<file path="src/rtl/img_pkg.sv">
// Shared types and geometry for the image line feeder.
// Imported by the feeder top and its credit counter.
package img_pkg;

  localparam int IMG_LINE_W      = 512;
  localparam int IMG_NUM_LINES   = 512;
  localparam int IMG_NUM_LINEBUF = 4;
  localparam int IMG_DW          = 8;

  typedef logic [IMG_DW-1:0] pixel_t;

  typedef enum logic [1:0] {
    ST_IDLE,
    ST_SEND,
    ST_WAIT_CREDIT,
    ST_DONE
  } feed_state_e;

endpackage

</file>
<file path="src/rtl/line_credit_ctr.sv">
// Saturating line-credit counter with sticky overflow flag.
// Simultaneous inc and dec cancel out.
module line_credit_ctr
  import img_pkg::*;
#(
  parameter int MAX = IMG_NUM_LINEBUF
) (
  input  logic       i_clk,
  input  logic       i_rst,
  input  logic       load,
  input  logic       inc,
  input  logic       dec,
  output logic [2:0] credits,
  output logic       zero,
  output logic       err
);

  localparam logic [2:0] CMAX = 3'(MAX);

  always_ff @(posedge i_clk) begin
    if (i_rst) begin
      credits <= '0;
      err     <= 1'b0;
    end else if (load) begin
      credits <= CMAX;
    end else if (inc && !dec) begin
      if (credits == CMAX)
        err <= 1'b1;
      else
        credits <= credits + 3'd1;
    end else if (dec && !inc) begin
      credits <= credits - 3'd1;
    end
  end

  assign zero = (credits == 3'd0);

endmodule

</file>
<file path="src/rtl/img_line_feeder.sv">
// Line-credit flow-controlled pixel feeder into the
// line-buffer window controller.
module img_line_feeder
  import img_pkg::*;
#(
  parameter int LINE_W        = IMG_LINE_W,
  parameter int NUM_LINES     = IMG_NUM_LINES,
  parameter int PRELOAD_LINES = IMG_NUM_LINEBUF,
  parameter int DW            = IMG_DW
) (
  input  logic          i_clk,
  input  logic          i_rst,
  input  logic          i_start,
  input  logic [DW-1:0] s_data,
  input  logic          s_valid,
  output logic          s_ready,
  output logic [DW-1:0] o_pixel,
  output logic          o_pixel_valid,
  input  logic          i_interrupt,
  output logic          o_busy,
  output logic          o_frame_done,
  output logic [9:0]    o_lines_sent,
  output logic          o_credit_err
);

  localparam int PW = (LINE_W > 1) ? $clog2(LINE_W) : 1;
  localparam logic [PW-1:0] PIX_LAST = PW'(LINE_W - 1);
  localparam logic [9:0] LINE_LAST = 10'(NUM_LINES - 1);

  feed_state_e   state;
  feed_state_e   state_n;
  logic [PW-1:0] pix_cnt;
  logic [2:0]    credits;
  logic          cr_zero;
  logic          beat;
  logic          line_end;
  logic          start_ok;
  logic          cr_inc;

  assign s_ready  = (state == ST_SEND);
  assign beat     = s_valid && s_ready;
  assign line_end = beat && (pix_cnt == PIX_LAST);
  assign start_ok = i_start && (state == ST_IDLE);
  assign cr_inc   = i_interrupt &&
                    ((state == ST_SEND) ||
                     (state == ST_WAIT_CREDIT));

  assign o_frame_done = (state == ST_DONE);

  line_credit_ctr #(
    .MAX (PRELOAD_LINES)
  ) u_cred (
    .i_clk   (i_clk),
    .i_rst   (i_rst),
    .load    (start_ok),
    .inc     (cr_inc),
    .dec     (line_end),
    .credits (credits),
    .zero    (cr_zero),
    .err     (o_credit_err)
  );

  always_ff @(posedge i_clk) begin
    if (i_rst) state <= ST_IDLE;
    else       state <= state_n;
  end

  // Last credit spent without a coincident refill stalls the stream.
  always_comb begin
    state_n = state;
    unique case (state)
      ST_IDLE: begin
        if (start_ok) state_n = ST_SEND;
      end
      ST_SEND: begin
        if (line_end) begin
          if (o_lines_sent == LINE_LAST)
            state_n = ST_DONE;
          else if (credits == 3'd1 && !cr_inc)
            state_n = ST_WAIT_CREDIT;
        end else if (cr_zero) begin
          state_n = ST_WAIT_CREDIT;
        end
      end
      ST_WAIT_CREDIT: begin
        if (i_interrupt) state_n = ST_SEND;
      end
      ST_DONE: begin
        state_n = ST_IDLE;
      end
    endcase
  end

  always_ff @(posedge i_clk) begin
    if (i_rst) begin
      pix_cnt       <= '0;
      o_lines_sent  <= '0;
      o_busy        <= 1'b0;
      o_pixel       <= '0;
      o_pixel_valid <= 1'b0;
    end else begin
      o_pixel_valid <= beat;
      if (beat)
        o_pixel <= s_data;
      if (start_ok) begin
        pix_cnt      <= '0;
        o_lines_sent <= '0;
        o_busy       <= 1'b1;
      end else begin
        if (beat)
          pix_cnt <= line_end ? '0 : pix_cnt + PW'(1);
        if (line_end)
          o_lines_sent <= o_lines_sent + 10'd1;
        if (state == ST_DONE)
          o_busy <= 1'b0;
      end
    end
  end

endmodule

</file>
<file path="config.mk">
export PLATFORM = sky130hd
export DESIGN_NAME = img_line_feeder
export DESIGN_NICKNAME = d
export VERILOG_FILES = /design/src/rtl/img_pkg.sv /design/src/rtl/line_credit_ctr.sv /design/src/rtl/img_line_feeder.sv
export SDC_FILE = /design/constraint.sdc
export NUM_CORES = 1
export LEC_CHECK = 0
export BUFFER_PORTS_ARGS = -buffer_cell sky130_fd_sc_hd__buf_2
export CELL_PAD_IN_SITES_DETAIL_PLACEMENT = 1
export CELL_PAD_IN_SITES_GLOBAL_PLACEMENT = 1
export CORE_UTILIZATION = 36
export CTS_CLUSTER_SIZE = 24
export DETAILED_ROUTE_END_ITERATION = 12
export GPL_TIMING_DRIVEN = 0
export PLACE_DENSITY_LB_ADDON = 0.15
export SYNTH_ARGS = -nofsm -noshare
export SYNTH_HDL_FRONTEND = slang
export SYNTH_SLANG_ARGS = --single-unit
export TNS_END_PERCENT = 10
</file>
<file path="constraint.sdc">
create_clock -name i_clk -period 1.76 [get_ports i_clk]
set_input_delay 0.176 -clock i_clk [delete_from_list [all_inputs] [get_ports i_clk]]
set_output_delay 0.176 -clock i_clk [all_outputs]
set_load 0.005 [all_outputs]
</file>
* Word-level counts from Yosys, hierarchy flattened
Cells that the tools add are included.
** Storage, ports and cells
- Latch bits :: 0
- Bits of input ports :: 13
- Memories kept :: 0
- Memory bits (writable) :: 0
- Output and inout bits :: 23
- Register bits :: 35
- Word-level logic and storage cells :: 61
- ROM bits :: 0
** Cells by class
- Div/mod/pow operators :: 0
- Add/sub/neg operators :: 4
- Eq/ne operators :: 13
- Multiplexer cells :: 14
- $lt $le $gt $ge :: 0
- Shift-type cells :: 0
- Multipliers :: 0
- Reductions and logical operators :: 20
- Bitwise operators :: 1
** Operators by type and width (number)
- $mux 2 :: 6
- $mux 3 :: 4
- $add 10x1->10 const B :: 1
- $eq 10x9->1 const B :: 1
- $add 9x1->9 const B :: 1
- $eq 9x9->1 const B :: 1
- $mux 9 :: 1
- $pmux 2 s4 :: 1
- $logic_and 1x1->1 :: 7
- $ne 2x2->1 const B :: 3
- $eq 2x2->1 const B :: 2
- $ne 4x2->1 const B :: 1
- $reduce_and 2->1 :: 2
- $reduce_and 4->1 :: 1
- $reduce_bool 2->1 :: 2
- $add 3x1->3 const B :: 1
- $eq 3x1->1 const B :: 1
- $eq 3x3->1 const B :: 1
- $logic_not 3->1 :: 1
- $ne 3x1->1 const B :: 1
- $ne 3x3->1 const B :: 1
- $reduce_and 3->1 :: 1
- $reduce_bool 3->1 :: 1
- $sub 3x1->3 const B :: 1
- other kinds (7) :: 9

* Longest topological paths before layout
Gate-level depths: netlist of run 1.
- Word-level depth :: 9
- Gate-level depth with buffers :: 9
- Gate-level depth less buffers :: 8

* Cells and area by module
Synthesis of run 1 repeated with hierarchy kept, for this count alone.
** Unflattened totals
- Cells, all modules :: 195
- Area total of the unflattened synthesis :: 1709.1 µm²
** By module, submodules not included
- img_line_feeder :: times used 1, area an instance 1451.4 µm², sequential area each 620.6 µm², cells an instance 167
- line_credit_ctr :: times used 1, area an instance 257.7 µm², sequential area each 80.1 µm², cells an instance 28

* Worst setup path after synthesis of run 1
OpenSTA, ideal clock, no wires.
- Path type :: reg2reg
- Start :: register pix_cnt[0]
- End :: register o_lines_sent[7]
- Arrival time :: 1.631 ns
- Required time :: 1.632 ns
- Setup time :: 0.128 ns
- Cell stages (with the launch flop) :: 10
- Clock period less this slack :: 1.759 ns
- Path slack :: 0.001 ns
- Buffers on the path :: 1
- Path through :: dfxtp_1 ha_1 nand3_1 nor2_1 ha_1 nand3_1 buf_2 nor4_1 xnor2_1 nor2_1
** Between the ends
- Word-level cells in the longest chain between the ends :: 2
** RTL lines
- start, declared :: line img_line_feeder.sv:32 : logic [PW-1:0] pix_cnt;
- start signal, assigned :: line img_line_feeder.sv:111 : pix_cnt <= line_end ? '0 : pix_cnt + PW'(1);
- $eq 9x9->1 :: line img_line_feeder.sv:42 : assign line_end = beat && (pix_cnt == PIX_LAST);
- $logic_and 1x1->1 :: line img_line_feeder.sv:42
- end signal, assigned :: line img_line_feeder.sv:113 : o_lines_sent <= o_lines_sent + 10'd1;
- end, declared :: line img_line_feeder.sv:22 : output logic [9:0] o_lines_sent,
No other way between the ends.
A chain may end at the register's enable or synchronous reset.

* Worst setup path in the final report of run 1
- Start :: register pix_cnt[0]
- End :: register state[1]
** Between the ends
- Word-level cells in the longest chain between the ends :: 4
- Elaborated cells between the ends (all ways) :: 7
- Those cells by class :: 3 x eq/ne; 2 x mux; 2 x reduce/logical
** RTL lines
- $eq 9x9->1 * :: line img_line_feeder.sv:42
- $logic_and 1x1->1 * :: line img_line_feeder.sv:42
- $ne 4x2->1 (no line) (tied with other cells)
- $reduce_and 4->1 (no line) or $pmux 2 s4 (tied branches)
- end signal, assigned :: line img_line_feeder.sv:65 : else state <= state_n;
- end, declared :: line img_line_feeder.sv:30 : feed_state_e state;
Mark *: on every way between the ends. The rest lies on a longest branch, timed or not.

==> results by group, run 1 <==
Synth
  • Post-synth cell types: 38
  • Yosys top cell area share: about two fifths
  • Main area contributors after synthesis: dfxtp_1 (41%), ha_1 (8.8%), nand2_1 (7.5%)
  • Post-synth ARST share: 0%
  • Post-Syn Area per Cell: 8.50 um2
  • Yosys reg bits: 35
  • Top_reg_cell synth: dfxtp_1
  • Net count after synthesis: approximately 230
  • Synth warn: 0
  • Synth area leader: dfxtp_1
  • Sequential area share after synthesis: about 41%
  • Syn Inst Count: 200
  • Post-synth EDFFs: 0
  • Cell Area, Synth: roughly 0.0017 mm2

Finish
  • Finished Layout Cells: 303
  • Most common cell after layout, fill and taps aside: buf_2
  • Share of cells above drive strength 1: 39.8%
  • Most frequent cells in the layout: buf_2 (34), nand2_1 (31), dfxtp_1 (26)
  • # fillers: 533
  • Area Growth Syn to Fin: 39.7%
  • ANT cells: 0
  • Nets: approximately 280

Timing
  • Period Utilization, post-route: 102%
  • Setup violations, final: 4
  • Final hold violations: 0
  • Tmin final: between 1.5 and 2 ns
  • Fmax achieved: 0.558 GHz
  • Actual slew at the worst max-slew pin: ~0.47 ns
  • RSZ-0062 raised after global routing: yes
  • Slew headroom: 68.8%
  • Max Transition Viols Final: 0
  • Final setup skew: a little under 0.008 ns
  • Final worst slack: -0.0319 ns

Pwr
  • Pint: 1.50 mW
  • Power per cell area: around 980 mW/mm2
  • Seq pwr share: between 40% and 50%
  • Leak Pwr: ~1 nW
  • Combinational share of power: 33.7%
  • Sw frac: a little over a third
  • Clock Power Share: 25.6%
  • Peak VDD IR: approximately 510 uV
  • Sw power: 0.818 mW

Placed design
  • Dpl hpwl: a little under 3000 um
  • DP Cell Count: 286
  • Pre-CTS worst setup slack: -0.264 ns
  • IO buf count: 34
  • GP Congestion: about 0.77

Setup path
  • CP startpoint kind: flop
  • Slowest cell on crit path: dfxtp_4
  • Crit end category: flop
  • Delay-heaviest family, CP: flip-flops
  • Max incr delay on CP: around 0.36 ns
  • Worst Path Buf+Inv: 2
  • Kind of critical path: flop to flop
  • CP Cell Sequence: ha_4 -> nand3_2 -> nor2_2 -> ha_2 -> buf_6 -> nand3_4 -> buf_6 -> a31oi_4 -> a221oi_4 -> mux2i_1
  • Worst-path fanout max: 3
  • Critical path's most frequent cell: buf_6
  • Crit path DAT: about 2.0 ns
  • WP data required: 1.96 ns

Worst hold path
  • Hold Path Class: input pin to flop

Global routing
  • GRT Overall Usage: between 10% and 20%
  • Initial antenna violation count: 0
  • Vias in the first global route: between 1500 and 2000
  • Largest net degree at the start of global routing: 11
  • First-pass GRT wire length: roughly 7500 um
  • Grt ovf: 0

Clocking
  • CTS tree: done
  • Sink Count: 35
  • Total CTS buffers: 5
  • Max Root-Sink Buffers: 2
  • Clock-pin slew on the worst setup and hold paths: 0.07 ns
  • CTS root buf: clkbuf_8
  • Clock Latency Late Sink: between 0.2 and 0.3 ns
  • H-tree Lvls: 2

Floorplanning
  • Core area: 0.00444 mm2
  • IO Pins: 36
  • Initial core utilization: a little under two fifths
  • Die width: about 70 um
  • Full die area: 0.00500 mm2
  • Floorplan row count: 24
  • Die Y: between 70 and 80 um

Route
  • DRT Wirelength: between 4000 and 5000 um
  • DRC: 4
  • Drt initial violations: 84
  • Via count: approximately 1600
  • Vias per inst: around 5.3
  • Antenna-violating nets left: 0
  • Drt first pass iters: 7
  • Routed wire per std cell: approximately 16 um

Run status
  • Outcome: finished, violations left
  • Failing checks: design-rule violations, negative setup slack

Run
  • Max Cap Violations: 0
synthesized netlist by cell type (all sizes together), types with 2 or more instances:
cell    instances
nand2          34
xnor2           7
and3            4
mux2i           2
nand4           7
xor2            7
inv             7
buf             3
nand3           8
nand2b          3
and2            3
or3             4
dfxtp          35
clkbuf          5
a21oi          16
nor2           18
or2b            3
ha             12
nor3            3
o21ai           5
nor4            3
routing by layer:
metal | up-vias | wire length [um] | GRT usage [%]
li1 | 783 | - | -
met1 | 772 | 2340 | 25.0
met2 | 30 | 2210 | 32.2
met3 | 6 | 144 | 3.70
met4 | 0 | 66 | 5.33
met5 | - | 0 | 0
worst paths after layout:
check / startpoint / end / slack (ns) / cells past startpoint
setup reg to reg: pix_cnt[0] / state[1] / -0.03 / 10
setup / recovery: pix_cnt[0] / state[1] / -0.03 / 10
hold / removal: i_rst / u_cred.credits[2] / 0.1 / 2
hold reg to reg: o_pixel[0] / o_pixel[0] / 0.45 / 2
stage by stage:
stage	util (%)	hold WS (ns)	power, mW	instance area [um2]	setup TNS [ns]
after floorplan	-	0.308	1.39	1700	0
after global placement	43.6	0.394	1.58	1940	-3.77
after detailed placement	43.6	0.393	1.59	1940	-4.05
after CTS	49.2	0.0888	2.25	2190	-0.186
after global routing	53.5	0.104	2.46	2380	-0.625
final	53.5	0.0988	2.32	2380	-0.0600
flip-flops by register name, summed over array words and instances, names as in the netlist:
name / cells
u_cred.credits: 3
state: 2
pix_cnt: 9
o_busy: 1
u_cred.err: 1
o_lines_sent: 10
o_pixel_valid: 1
o_pixel: 8
power by group through the flow:
stage | logic, mW | clock network [mW] | registers, mW
after floorplan | 0.443 | 0 | 0.942
final | 0.782 | 0.594 | 0.945
after global routing | 0.862 | 0.643 | 0.954
after CTS | 0.709 | 0.605 | 0.938
after global placement | 0.634 | 0 | 0.949
after detailed placement | 0.642 | 0 | 0.951
cell type report:
class,instances,area [um2],share of cell area [%]
buffer,7,57.6,2.42
sequential,35,714,30.1
timing repair buffer,45,268,11.3
inverter,7,26.3,1.11
multi-input combinational,150,1160,48.7
clock inverter,1,5.00,0.211
tap,52,65.1,2.74
clock buffer,6,82.6,3.48
logic make-up after synthesis:
family,Yosys count,synth area share [%]
AO/OA/AOI/OAI,31,11.4
XOR/XNOR,14,7.21
adder cells (fa/ha/maj),12,8.83
buffers and inverters,15,3.90
flip-flops,35,41.2
multiplexers,2,1.18
AND/OR/NAND/NOR,91,26.3
repair_timing:
| action | in CTS | in global routing |
|---|---|---|
| gates cloned | 1 | 0 |
| pin swaps | 8 | 10 |
| buffers inserted | 6 | 4 |
| hold endpoints to repair | 0 | 0 |
| endpoints found under the setup margin | 32 | 32 |
| hold buffers | 0 | 0 |
| resized for setup | 29 | 41 |
Note: power is estimated with default switching activity, not from simulation.
==> run 2: changes to the inputs <==
--- a/config.mk
+++ b/config.mk
@@ -8,7 +8,7 @@
 export BUFFER_PORTS_ARGS = -buffer_cell sky130_fd_sc_hd__buf_2
 export CELL_PAD_IN_SITES_DETAIL_PLACEMENT = 1
 export CELL_PAD_IN_SITES_GLOBAL_PLACEMENT = 1
-export CORE_UTILIZATION = 36
+export CORE_UTILIZATION = 40
 export CTS_CLUSTER_SIZE = 24
 export DETAILED_ROUTE_END_ITERATION = 12
 export GPL_TIMING_DRIVEN = 0
==> constraint.sdc (replaced) <==
create_clock -name i_clk -period 2.1 [get_ports i_clk]
set_input_delay 0.21 -clock i_clk [delete_from_list [all_inputs] [get_ports i_clk]]
set_output_delay 0.21 -clock i_clk [all_outputs]
set_load 0.005 [all_outputs]
==> run 2 against run 1 <==
- the flow now finishes without violations
- highest routed layer unchanged
- combinational power decreased by 32%
- flip-flop and latch count is the same
- critical path type unchanged
- clock skew about the same
- critical endpoint is now o_lines_sent[4]
- largest cell class unchanged
==> results by group, run 2 (synthesized netlist as in run 1, its figures left out) <==
Timing
  • Final hold violations: 0 (unchanged)
  • Fmax achieved: 0.511 GHz (was 0.558 GHz)
  • Actual slew at the worst max-slew pin: 0.458 ns (was 0.468 ns)
  • Final setup skew: 0.00745 ns (was 0.00788 ns)
  • Period Utilization, post-route: 93.2% (was 102%)
  • Tmin final: 1.96 ns (was 1.79 ns)
  • Final worst slack: 0.142 ns (was -0.0319 ns)
  • Max Transition Viols Final: 0 (unchanged)
  • RSZ-0062 raised after global routing: no (was yes)
  • Slew headroom: 69.5% (was 68.8%)
  • Setup violations, final: 0 (was 4)
  • Setup TNS: 0 ns (was -0.0600 ns)
  • Min Hold Slack: 0.117 ns (was 0.0988 ns)

Run status
  • Outcome: completed (was finished, violations left)

Finish
  • Max reg flops: 10 (unchanged)
  • Top Registers: o_lines_sent x10, pix_cnt x9, o_pixel x8 (unchanged)
  • Nets: 266 (was 276)
  • Share of cells above drive strength 1: 24.4% (was 39.8%)
  • Biggest register: o_lines_sent (unchanged)
  • ANT cells: 0 (unchanged)
  • # fillers: 526 (was 533)
  • Design area: 0.00205 mm2 (was 0.00238 mm2)
  • Fin util: 51.0% (was 53.5%)
  • Most frequent cells in the layout: nand2_1 (34), buf_2 (34), dfxtp_1 (33) (was buf_2 (34), nand2_1 (31), dfxtp_1 (26))
  • Finished Layout Cells: 292 (was 303)
  • Area Growth Syn to Fin: 20.8% (was 39.7%)

Pwr
  • Seq pwr share: 43.3% (was 40.7%)
  • Total Power: 1.81 mW (was 2.32 mW)
  • Power per cell area: 880 mW/mm2 (was 977 mW/mm2)
  • Sw frac: 34.9% (was 35.3%)
  • Peak VDD IR: 583 uV (was 514 uV)
  • Pint: 1.18 mW (was 1.50 mW)
  • Clock Power Share: 27.3% (was 25.6%)
  • Sw power: 0.630 mW (was 0.818 mW)
  • Leak Pwr: 0.855 nW (was 1.02 nW)
  • Combinational share of power: 29.4% (was 33.7%)

Global routing
  • GRT Overall Usage: 20.4% (was 19.1%)
  • Largest net degree at the start of global routing: 13 (was 11)
  • First-pass GRT wire length: 6910 um (was 7500 um)
  • Grt ovf: 0 (unchanged)
  • Vias in the first global route: 1518 (was 1585)
  • Initial antenna violation count: 0 (unchanged)

Floorplanning
  • Initial core utilization: 42.2% (was 38.3%)
  • Floorplan row count: 23 (was 24)
  • Die width: 67.2 um (was 70.7 um)
  • Core area: 0.00403 mm2 (was 0.00444 mm2)
  • Die Y: 67.2 um (was 70.7 um)
  • Full die area: 0.00452 mm2 (was 0.00500 mm2)
  • IO Pins: 36 (unchanged)

Clocking
  • CTS tree: done (unchanged)
  • Total CTS buffers: 5 (unchanged)
  • Sink Count: 35 (unchanged)
  • Clock-pin slew on the worst setup and hold paths: 0.08 ns (was 0.07 ns)
  • Max Root-Sink Buffers: 2 (unchanged)
  • CTS root buf: clkbuf_8 (unchanged)
  • Clock Latency Late Sink: 0.29 ns (was 0.28 ns)
  • H-tree Lvls: 2 (unchanged)
  • CTS Hold Bufs: 0 (unchanged)

Route
  • Drt first pass iters: 4 (was 7)
  • Antenna-violating nets left: 0 (unchanged)
  • Met2 routed WL: 1860 um (was 2210 um)
  • Vias per inst: 5.20 (was 5.25)
  • DRC: 0 (was 4)
  • WL met1: 1970 um (was 2340 um)
  • DR top layer: met4 (unchanged)
  • Via count: 1519 (was 1591)
  • DR WL met3: 171 um (was 144 um)
  • Drt initial violations: 44 (was 84)
  • Routed wire per std cell: 13.9 um (was 15.7 um)
  • DRT Wirelength: 4050 um (was 4760 um)

Placed design
  • Placed Instance Area: 0.00193 mm2 (was 0.00194 mm2)
  • Dpl hpwl: 2900 um (was 2970 um)
  • Pre-CTS worst setup slack: 0.0408 ns (was -0.264 ns)
  • IO buf count: 34 (unchanged)
  • DP Cell Count: 284 (was 286)
  • GP Congestion: 0.743 (was 0.765)

Setup path
  • Worst flop-to-flop path endpoint: o_lines_sent[4] (was state[1])
  • Cells on worst reg2reg path: 8 (was 10)
  • Worst-path fanout max: 10 (was 3)
  • R2r startpoint: pix_cnt[0] (unchanged)
  • Crit end category: flop (unchanged)
  • CP startpoint kind: flop (unchanged)
  • WP data required: 2.32 ns (was 1.96 ns)
  • Crit path DAT: 2.18 ns (was 1.99 ns)
  • Kind of critical path: flop to flop (unchanged)
  • Internal reg-to-reg setup slack: 0.14 ns (was -0.03 ns)

Worst hold path
  • Hold Path Class: input pin to flop (unchanged)
  • Worst hold path depth: 2 (unchanged)
  • WHS Endpoint: o_pixel[2] (was u_cred.credits[2])
  • Min-delay src: i_rst (unchanged)

Run
  • Max Cap Violations: 0 (unchanged)
[run 2: timing repair]
item / in CTS / in global routing
endpoints found under the setup margin: 0 / 11
hold endpoints to repair: 0 / 0
resized for setup: 0 / 10
buffers inserted: 0 / 0
[run 2: cell type report]
type                    count  area, um2  area share [%]
well taps                  50       62.6            3.05
inverters                   7       26.3            1.28
flip-flops and latches     35        703            34.2
plain buffers               8       45.0            2.19
clock buffers               5       68.8            3.35
repair buffers             34        170            8.29
multi-input cells         150        957            46.6
clock inverters             3       20.0           0.975
[run 2: worst max-delay path, cell delays in order (launching register included)]
cell and delay, ns:
dfxtp_2 0.36, ha_2 0.21, nand3_1 0.08, nor2_1 0.13, ha_2 0.21, nand3_1 0.10
buf_4 0.20, or3_2 0.45, a21oi_1 0.15
[run 2: power by group through the flow]
stage | clock network (mW) | logic (mW) | registers (mW)
final | 0.493 | 0.531 | 0.782
after global routing | 0.536 | 0.607 | 0.792
after CTS | 0.505 | 0.539 | 0.781
after detailed placement | 0 | 0.534 | 0.796
after global placement | 0 | 0.525 | 0.795
after floorplan | 0 | 0.372 | 0.789
[run 2: worst max path at each step]
stage / start / to / depth (start not counted)
CTS: pix_cnt[0] / o_lines_sent[7] / 9
detailed placement: pix_cnt[0] / o_lines_sent[7] / 9
floorplan: pix_cnt[0] / o_lines_sent[7] / 9
finish: pix_cnt[0] / o_lines_sent[4] / 8
global route: pix_cnt[0] / o_lines_sent[4] / 8
global placement: pix_cnt[0] / o_lines_sent[7] / 9
[run 2: layer usage]
layer / global-route usage (%) / up-vias
li1: - / 763
met1: 26.9 / 716
met2: 31.9 / 32
met3: 5.24 / 8
met4: 7.18 / 0
met5: 0 / -
==> run 3: changes to the inputs <==
==> constraint.sdc (replaced) <==
create_clock -name i_clk -period 2.5 [get_ports i_clk]
set_input_delay 0.25 -clock i_clk [delete_from_list [all_inputs] [get_ports i_clk]]
set_output_delay 0.25 -clock i_clk [all_outputs]
set_load 0.005 [all_outputs]
==> run 3 against run 2 <==
- global-route usage unchanged
- count of clock-buffer cells in the layout unchanged
- cell count unchanged
- register-to-register slack improved by 0.30 ns
- critical path type unchanged
- critical path depth increased by 1
- via count decreased by 0.86%
==> results by group, run 3 (synthesized netlist as in run 1, its figures left out) <==
Run status
  • Outcome: completed (unchanged)

Global routing
  • First-pass GRT wire length: 6910 um (unchanged)
  • Largest net degree at the start of global routing: 13 (unchanged)
  • Vias in the first global route: 1518 (unchanged)
  • Met3 Resource Use GR: 5.24% (unchanged)
  • GRT Overall Usage: 20.4% (unchanged)
  • GRT met2 Usage: 31.9% (unchanged)
  • Gr busiest metal: met2 (unchanged)
  • Grt ovf: 0 (unchanged)
  • Initial antenna violation count: 0 (unchanged)
  • Met1 Track Usage GR: 26.9% (unchanged)

Setup path
  • Crit end category: flop (unchanged)
  • Kind of critical path: flop to flop (unchanged)
  • CP startpoint kind: flop (unchanged)
  • WP data required: 2.67 ns (was 2.32 ns)
  • Internal reg-to-reg setup slack: 0.45 ns (was 0.14 ns)
  • Crit path DAT: 2.22 ns (was 2.18 ns)
  • R2r startpoint: pix_cnt[0] (unchanged)
  • Worst-path fanout max: 10 (unchanged)
  • Worst flop-to-flop path endpoint: o_lines_sent[7] (was o_lines_sent[4])
  • Cells on worst reg2reg path: 9 (was 8)

Finish
  • Nets: 266 (unchanged)
  • Most frequent cells in the layout: buf_2 (36), dfxtp_1 (35), nand2_1 (34) (was nand2_1 (34), buf_2 (34), dfxtp_1 (33))
  • Max reg flops: 10 (unchanged)
  • # fillers: 526 (unchanged)
  • Finished Layout Cells: 292 (unchanged)
  • Design area: 0.00202 mm2 (was 0.00205 mm2)
  • Most common cell after layout, fill and taps aside: buf_2
  • Area Growth Syn to Fin: 18.9% (was 20.8%)
  • ANT cells: 0 (unchanged)
  • Share of cells above drive strength 1: 21.5% (was 24.4%)
  • Biggest register: o_lines_sent (unchanged)
  • Top Registers: o_lines_sent x10, pix_cnt x9, o_pixel x8 (unchanged)

Floorplanning
  • Initial core utilization: 42.2% (unchanged)
  • IO Pins: 36 (unchanged)
  • Core area: 0.00403 mm2 (unchanged)
  • Floorplan row count: 23 (unchanged)
  • Die Y: 67.2 um (unchanged)
  • Die width: 67.2 um (unchanged)
  • Full die area: 0.00452 mm2 (unchanged)

Timing
  • Fmax achieved: 0.487 GHz (was 0.511 GHz)
  • Final worst slack: 0.446 ns (was 0.142 ns)
  • Setup TNS: 0 ns (unchanged)
  • Final setup skew: 0.00768 ns (was 0.00745 ns)
  • Final hold violations: 0 (unchanged)
  • RSZ-0062 raised after global routing: no (unchanged)
  • Max Transition Viols Final: 0 (unchanged)
  • Tmin final: 2.05 ns (was 1.96 ns)
  • Setup violations, final: 0 (unchanged)
  • Period Utilization, post-route: 82.1% (was 93.2%)
  • Actual slew at the worst max-slew pin: 0.457 ns (was 0.458 ns)
  • Slew headroom: 69.5% (about the same)

Pwr
  • Peak VDD IR: 497 uV (was 583 uV)
  • Power per cell area: 750 mW/mm2 (was 880 mW/mm2)
  • Leak Pwr: 0.859 nW (was 0.855 nW)

Worst hold path
  • WHS Endpoint: o_pixel[2] (unchanged)
  • Hold Path Class: input pin to flop (unchanged)
  • Min-delay src: i_rst (unchanged)
  • Worst hold path depth: 2 (unchanged)

Placed design
  • Placed Instance Area: 0.00193 mm2 (unchanged)
  • IO buf count: 34 (unchanged)
  • Dpl hpwl: 2900 um (unchanged)
  • GP Congestion: 0.743 (unchanged)
  • Pre-CTS worst setup slack: 0.441 ns (was 0.0408 ns)
  • DP Cell Count: 284 (unchanged)

Clocking
  • H-tree Lvls: 2 (unchanged)
  • CTS root buf: clkbuf_8 (unchanged)
  • Clock Latency Late Sink: 0.29 ns (about the same)
  • Sink Count: 35 (unchanged)
  • Post-CTS sizing: 0 (unchanged)
  • Max Root-Sink Buffers: 2 (unchanged)
  • Total CTS buffers: 5 (unchanged)
  • CTS tree: done (unchanged)
  • Setup bufs post-CTS: 0 (unchanged)
  • Clock-pin slew on the worst setup and hold paths: 0.08 ns (about the same)
  • CTS Hold Bufs: 0 (unchanged)

Route
  • Drt initial violations: 37 (was 44)
  • DRT Wirelength: 4000 um (was 4050 um)
  • DRC: 0 (unchanged)
  • Antenna-violating nets left: 0 (unchanged)
  • Via count: 1506 (was 1519)
  • Drt first pass iters: 4 (unchanged)
  • Vias per inst: 5.16 (was 5.20)
  • Routed wire per std cell: 13.7 um (was 13.9 um)

Run
  • Max Cap Violations: 0 (unchanged)
==> run 3: layout make-up <==
| type | count | area (um2) | share of cell area, % |
|---|---|---|---|
| Clock buffer | 5 | 68.8 | 3.40 |
| Inverter | 7 | 26.3 | 1.30 |
| Buffer | 8 | 40.0 | 1.98 |
| Multi-Input combinational cell | 150 | 933 | 46.2 |
| Sequential cell | 35 | 701 | 34.7 |
| Timing Repair Buffer | 34 | 170 | 8.42 |
| Clock inverter | 3 | 20.0 | 0.990 |
| Tap cell | 50 | 62.6 | 3.09 |
==> run 3: stage by stage <==
step           power, mW  hold WS, ns  util (%)
5_1_grt             1.62        0.155      50.2
4_1_cts             1.53        0.152      50.2
3_5_place_dp        1.12        0.446      48.0
3_3_place_gp        1.11        0.441      48.0
2_1_floorplan      0.975        0.382         -
6_report            1.52        0.155      50.2
==> run 3: how the worst max path moves through the flow <==
stage	startpoint	endpoint
detailed placement	pix_cnt[0]	o_lines_sent[7]
global route	pix_cnt[0]	state[0]
CTS	pix_cnt[0]	o_lines_sent[7]
floorplan	pix_cnt[0]	o_lines_sent[7]
finish	pix_cnt[0]	o_lines_sent[7]
global placement	pix_cnt[0]	o_lines_sent[7]
==> run 3: critical path: stages (launching register included) <==
cell and delay (ns):
dfxtp_1 0.38, ha_1 0.23, nand3_1 0.10, nor2_1 0.13
ha_1 0.22, nand3_1 0.10, buf_2 0.20, nor4_1 0.36
xnor2_1 0.17, nor2_1 0.05
==> run 3: per-layer routing <==
metal,part of all wire [%],vias up
met5,0,-
met4,1.0,0
met3,4.6,5
met2,45,30
met1,49,709
li1,-,762
==> run 3: power breakdown <==
| group | internal, mW | switching (mW) | leakage (nW) |
|---|---|---|---|
| combinational | 0.180 | 0.266 | 0.535 |
| clock | 0.194 | 0.222 | 0.0402 |
| sequential | 0.613 | 0.0422 | 0.284 |
| total | 0.987 | 0.529 | 0.859 |
